## config.mk

```make
export PLATFORM = sky130hd
export DESIGN_NAME = mem2nfifo_flow_writer
export DESIGN_NICKNAME = d
export VERILOG_FILES = /design/src/rtl/mem2nfifo_flow_writer.sv
export SDC_FILE = /design/constraint.sdc
export NUM_CORES = 1
export LEC_CHECK = 0
export ABC_AREA = 1
export CAP_MARGIN = 30
export CORE_AREA = 2 2 276 278
export CTS_CLUSTER_SIZE = 20
export DETAILED_ROUTE_END_ITERATION = 12
export DIE_AREA = 0 0 278 280
export MAX_ROUTING_LAYER = met4
export RECOVER_POWER = 25
export SYNTH_ARGS = -nofsm -noshare
export SYNTH_HDL_FRONTEND = slang
export SYNTH_SLANG_ARGS = --single-unit
```

## constraint.sdc

```tcl
create_clock -name clk_i -period 2.7 [get_ports clk_i]
set_clock_uncertainty 0.2 [all_clocks]
set_input_delay 0.54 -clock clk_i [delete_from_list [all_inputs] [get_ports clk_i]]
set_output_delay 0.54 -clock clk_i [all_outputs]
set_load 0.1 [all_outputs]
```

## src/rtl/mem2nfifo_flow_writer.sv

```systemverilog
// Round-robin burst writer from FLOWS input streams into mem2nfifo; write path is zero-latency, commits one cycle after burst end.
// Backpressure: FULL of the granted flow blocks the transfer, drops IN_DST_RDY and ends the burst.
module mem2nfifo_flow_writer #(
   parameter  int DATA_WIDTH = 64,
   parameter  int FLOWS      = 8,
   parameter  int BLOCK_SIZE = 512,
   parameter  int MAX_BURST  = 16,
   localparam int AW         = $clog2(FLOWS),
   localparam int LW         = $clog2(BLOCK_SIZE) + 1,
   localparam int CW         = $clog2(MAX_BURST) + 1
) (
   input  logic                        clk_i,
   input  logic                        rst_n_i,
   input  logic [FLOWS*DATA_WIDTH-1:0] in_data_i,
   input  logic [FLOWS-1:0]            in_src_rdy_i,
   input  logic [FLOWS-1:0]            in_eop_i,
   output logic [FLOWS-1:0]            in_dst_rdy_o,
   output logic [DATA_WIDTH-1:0]       data_out_o,
   output logic [AW-1:0]               block_addr_o,
   output logic                        write_o,
   output logic [FLOWS*LW-1:0]         new_len_o,
   output logic [FLOWS-1:0]            new_len_dv_o,
   input  logic [FLOWS-1:0]            full_i
);

   typedef enum logic {
      S_IDLE  = 1'b0,
      S_BURST = 1'b1
   } state_t;

   state_t          state_q, state_d;
   logic [AW-1:0]   ptr_q, ptr_d;
   logic [AW-1:0]   grant_q, grant_d;
   logic [CW-1:0]   cnt_q, cnt_d;
   logic [LW-1:0]   len_q [FLOWS];
   logic [LW-1:0]   len_d [FLOWS];
   logic [FLOWS-1:0] dv_q, dv_d;

   logic [DATA_WIDTH-1:0] in_word [FLOWS];
   logic [FLOWS-1:0]      eligible;
   logic [AW-1:0]         idx;
   logic [AW-1:0]         pick;
   logic                  found;
   logic                  xfer;
   logic                  burst_end;
   logic [CW-1:0]         cnt_inc;
   logic [CW-1:0]         final_cnt;

   for (genvar f = 0; f < FLOWS; f++) begin : g_flow
      assign in_word[f]                = in_data_i[f*DATA_WIDTH +: DATA_WIDTH];
      assign new_len_o[f*LW +: LW]     = len_q[f];
   end

   assign eligible     = in_src_rdy_i & ~full_i;
   assign new_len_dv_o = dv_q;

   // Rotating priority search starting at the pointer; AW-bit addition wraps naturally.
   always_comb begin
      found = 1'b0;
      pick  = '0;
      idx   = '0;
      for (int i = 0; i < FLOWS; i++) begin
         idx = ptr_q + AW'(i);
         if (!found && eligible[idx]) begin
            found = 1'b1;
            pick  = idx;
         end
      end
   end

   always_comb begin
      state_d      = state_q;
      ptr_d        = ptr_q;
      grant_d      = grant_q;
      cnt_d        = cnt_q;
      len_d        = len_q;
      dv_d         = '0;
      in_dst_rdy_o = '0;
      write_o      = 1'b0;
      data_out_o   = '0;
      block_addr_o = '0;
      xfer         = 1'b0;
      burst_end    = 1'b0;
      cnt_inc      = cnt_q + CW'(1);
      final_cnt    = cnt_q;

      case (state_q)
         S_IDLE: begin
            if (found) begin
               grant_d = pick;
               cnt_d   = '0;
               state_d = S_BURST;
            end
         end
         S_BURST: begin
            xfer                  = in_src_rdy_i[grant_q] & ~full_i[grant_q];
            in_dst_rdy_o[grant_q] = ~full_i[grant_q];
            write_o               = xfer;
            data_out_o            = in_word[grant_q];
            block_addr_o          = grant_q;
            if (xfer) begin
               cnt_d     = cnt_inc;
               final_cnt = cnt_inc;
            end
            // An idle cycle inside a burst ends it, so a stalled source never holds the grant.
            burst_end = !xfer || in_eop_i[grant_q] || (cnt_inc == CW'(MAX_BURST));
            if (burst_end) begin
               state_d = S_IDLE;
               ptr_d   = grant_q + AW'(1);
               if (final_cnt != '0) begin
                  len_d[grant_q] = LW'(final_cnt);
                  dv_d[grant_q]  = 1'b1;
               end
            end
         end
         default: state_d = S_IDLE;
      endcase
   end

   always_ff @(posedge clk_i or negedge rst_n_i) begin
      if (!rst_n_i) begin
         state_q <= S_IDLE;
         ptr_q   <= '0;
         grant_q <= '0;
         cnt_q   <= '0;
         dv_q    <= '0;
         for (int f = 0; f < FLOWS; f++) begin
            len_q[f] <= '0;
         end
      end else begin
         state_q <= state_d;
         ptr_q   <= ptr_d;
         grant_q <= grant_d;
         cnt_q   <= cnt_d;
         dv_q    <= dv_d;
         len_q   <= len_d;
      end
   end

endmodule

```

==> impl_metrics.toml <==
[status]
status = "finished, violations left"
violations = "capacitance limit, slew limit, setup timing"

[power_and_ir_drop]
peakVddDrop_mv = 1.15
power.leakage_nw = 7.93
cellInternalPower_w = 0.0125
pwr-share-comb_pct = 91.5
net-switching-power_w = 0.0175
clockPowerShare_pct = 3.6
power_frac_seq_pct = 4.8
switching_share_pct = 58.4
power.density_cell_area_nw_per_um2 = 1470

[logic_synthesis]
synth.ff_latch_count = 60
post_synth_most_frequent_cells = "331 x sky130_fd_sc_hd__nand2_1, 83 x sky130_fd_sc_hd__a22oi_1, 60 x sky130_fd_sc_hd__dfrtp_1, 59 x sky130_fd_sc_hd__clkbuf_1, 58 x sky130_fd_sc_hd__a221oi_1"
yosysMostFrequentCell = "sky130_fd_sc_hd__nand2_1"
synth-edff-count = 0
synthesis.area_sq_um = 6930
synthesis.area_per_instance_sq_um = 6.82
ys_seq_area_share_pct = 21.7
yosysWarnings = 0
ys_top_cells_by_area = "sky130_fd_sc_hd__dfrtp_1 22%, sky130_fd_sc_hd__nand2_1 18%, sky130_fd_sc_hd__a22oi_1 9.0%"
post_synth_inst_count = 1017
async_flop_share_pct = 100
synth_ff_type = "sky130_fd_sc_hd__dfrtp_1"
netlist.top_cell.by_area = "sky130_fd_sc_hd__dfrtp_1"
yosys.area.top_type_share_pct = 21.7
yosys.cell_types.count = 42

[global_route]
grt_first_pass_wirelength_um = 96200
global_route.usage.total_pct = 18.3
grt_start_max_net_pins = 61
grt_remaining_overflow = 0
grt_pass1_vias = 11806
grt_antenna_before_repair = 34

[place]
dp.cells = 2778
gp_routability_congestion = 0.912
place.detailed.hpwl_um = 59000
place.port_buffers = 661
place_worst_setup_slack_ns = -0.244

[critical_path]
worstPathCellList = "buf_4 > nand3_4 > clkinv_8 > buf_12 > buf_16 > a22o_4 > a221oi_4 > buf_4 > a41oi_4 > buf_12"
worstSetupEndpointType = "output pin"
timing.critical_path.from_type = "flop"
critical_path_buf_inv_count = 6
crit_required_ns = 1.96
worst_path_max_delay_cell = "sky130_fd_sc_hd__dfrtp_1"
timing.critical_path.fanout_max = 8
critPathArrivalTime_ns = 2.34
r2r_cells = 14
critPathTopFamily = "buffers and inverters"
ff2ff_setup_slack_ns = -0.09
regToRegStartpoint = "grant_q[1]"
reg2reg_to = "new_len_o[32]"
cpPeakStageDelay_ns = 0.40
path_class = "flop to output pin"

[sta]
finalSetupTns_ns = -22.46
report.final.slew_viol_count = 61
final.setup.worst_slack_ns = -0.381
period_utilization_post_route_pct = 114
rsz0062_at_grt = "yes"
worstMarginPinSlew_ns = 1.61
timing_hold_violations_final = 0
final-setup-viol-count = 110
post-route-min-period_ns = 3.08
slew_headroom_pct = -7.50
fmax_mhz = 325

[clock_tree]
cts-buffers-inserted = 9
clock-root-buffer = "sky130_fd_sc_hd__clkbuf_16"
clk_pin_slew_ns = 0.06
cts-htree-levels = 3
ctsLongestPathBuffers = 2
tritoncts_clock_tree = "done"
cts.hold.buffers_added = 0
numClockSinks = 60
insertion_delay_of_the_later_clocked_pin_in_the_worst_skew_pair_ns = 0.34

[min_path]
timing.hold.worst_path_depth = 2
min_delay_worst_endpoint = "new_len_o[73]"
min-delay-path-class = "flop to flop"
hold_start = "new_len_o[73]"

[job]
max_cap_viol_count = 1

[final_layout]
layout-drive-gt1-share_pct = 35.9
register_area_sq_um = 1510
finalNetCount = 2418
area_growth_pct = 195
instances_no_fill = 2878
multiInputGateArea_sq_um = 6860
fill_cells = 7912

[drt]
drc = 0
via_count = 11844
wl_per_cell_um = 26.2
dr.first_iter.drc_count = 777
vias_per_cell = 4.12
wirelength_met1_um = 33100
routed-wl-met3_um = 4960
drt.antenna.violating_nets = 0
top_layer_used = "met4"
drt-pass1-iter-count = 5
met2WireLength_um = 35800
wl_um = 75500

[floorplan]
die_h_um = 280
io_pins = 702
initial_utilization_pct = 9.22
die-area_sq_um = 77800
width_of_the_die_um = 278
std_cell_rows = 101
core_sq_um = 75200
## kinds of logic (layout without fill, tap and decap cells)
kind of cell    count (synthesis)  in the layout  synth area share, %
xor+xnor                        8              8                 1.28
buf+inv                       181           1005                 13.1
simple gates                  478            478                 30.9
other cells                     1             60               0.0541
flops                          60             60                 21.7
fa+ha+maj                       5              5                0.902
compound gates                284            284                 32.2
## repair_timing
item / CTS / global route
buffers inserted: 30 / 24
endpoints found under the setup margin: 123 / 133
pin swaps: 19 / 39
gates resized for setup: 172 / 99
gates cloned: 8 / 9
## power groups by stage
stage	Clock [W]	Combinational, W	Sequential (W)
after global placement	0	0.0242	0.00146
after floorplan	0	0.0130	0.00289
final	0.00108	0.0275	0.00145
after detailed placement	0	0.0243	0.00147
after global routing	0.00116	0.0286	0.00148
after CTS	0.00112	0.0262	0.00144
## stage by stage
stage | total power (W) | hold WS (ns) | instance area [sq um] | utilization [%]
3_3_place_gp | 0.0257 | 0.258 | 18000 | 23.9
2_1_floorplan | 0.0159 | 0.0444 | 8410 | -
4_1_cts | 0.0288 | 0.200 | 19600 | 26.1
3_5_place_dp | 0.0258 | 0.261 | 18000 | 23.9
6_report | 0.0300 | 0.270 | 20500 | 27.2
5_1_grt | 0.0312 | 0.295 | 20500 | 27.2
## worst min-delay path, delay by kind of cell (launching register included)
kind             cells  cell delay, ns
and+or+nand+nor      2            0.09
DFF                  1            0.34
## flip-flops by register name (all words and copies together), names as in the netlist
register,flops
new_len_o,40
state_q,1
ptr_q,3
cnt_q,5
grant_q,3
new_len_dv_o,8
## worst max-delay path by stage
stage                     from               to  cells after the start
6_report            grant_q[0]   data_out_o[22]                     10
5_1_grt             grant_q[1]   data_out_o[22]                     10
4_1_cts             grant_q[1]    data_out_o[7]                     10
3_5_place_dp   in_src_rdy_i[5]    new_len_o[31]                     15
3_3_place_gp         full_i[6]    new_len_o[32]                     18
2_1_floorplan       grant_q[0]  in_dst_rdy_o[0]                     11
## layout make-up
class,instances,area share [%]
Clock inverter,7,0.251
Timing Repair inverter,1,0.0795
Sequential cell,60,7.35
Timing Repair Buffer,929,50.0
Antenna cell,20,0.244
Inverter,59,1.46
Tap cell,978,5.98
Clock buffer,9,1.10
Multi-Input combinational cell,815,33.5
## per-layer routing
metal / vias to the layer above / global-route usage, %
met5: - / -
met3: 69 / 5.15
li1: 5448 / -
met2: 592 / 29.4
met4: 0 / 4.21
met1: 5735 / 22.8
## cell usage in the layout, fill, tap and decap left out, types with 40 or more instances in the layout
cell                              synthesis  final
sky130_fd_sc_hd__clkdlybuf4s50_1          0    536
sky130_fd_sc_hd__nand2_1                331    307
sky130_fd_sc_hd__buf_4                   42    225
sky130_fd_sc_hd__buf_12                   0    111
sky130_fd_sc_hd__dfrtp_1                 60     57
sky130_fd_sc_hd__a41oi_4                  0     51
sky130_fd_sc_hd__a221oi_2                 0     49
sky130_fd_sc_hd__a22oi_1                 83     44
sky130_fd_sc_hd__inv_1                   45     44
sky130_fd_sc_hd__nand4_1                 42     42
sky130_fd_sc_hd__a22o_1                  46     40
sky130_fd_sc_hd__nand3_1                 53     40
sky130_fd_sc_hd__conb_1                   1     40
(Power assumes the default switching activity.)
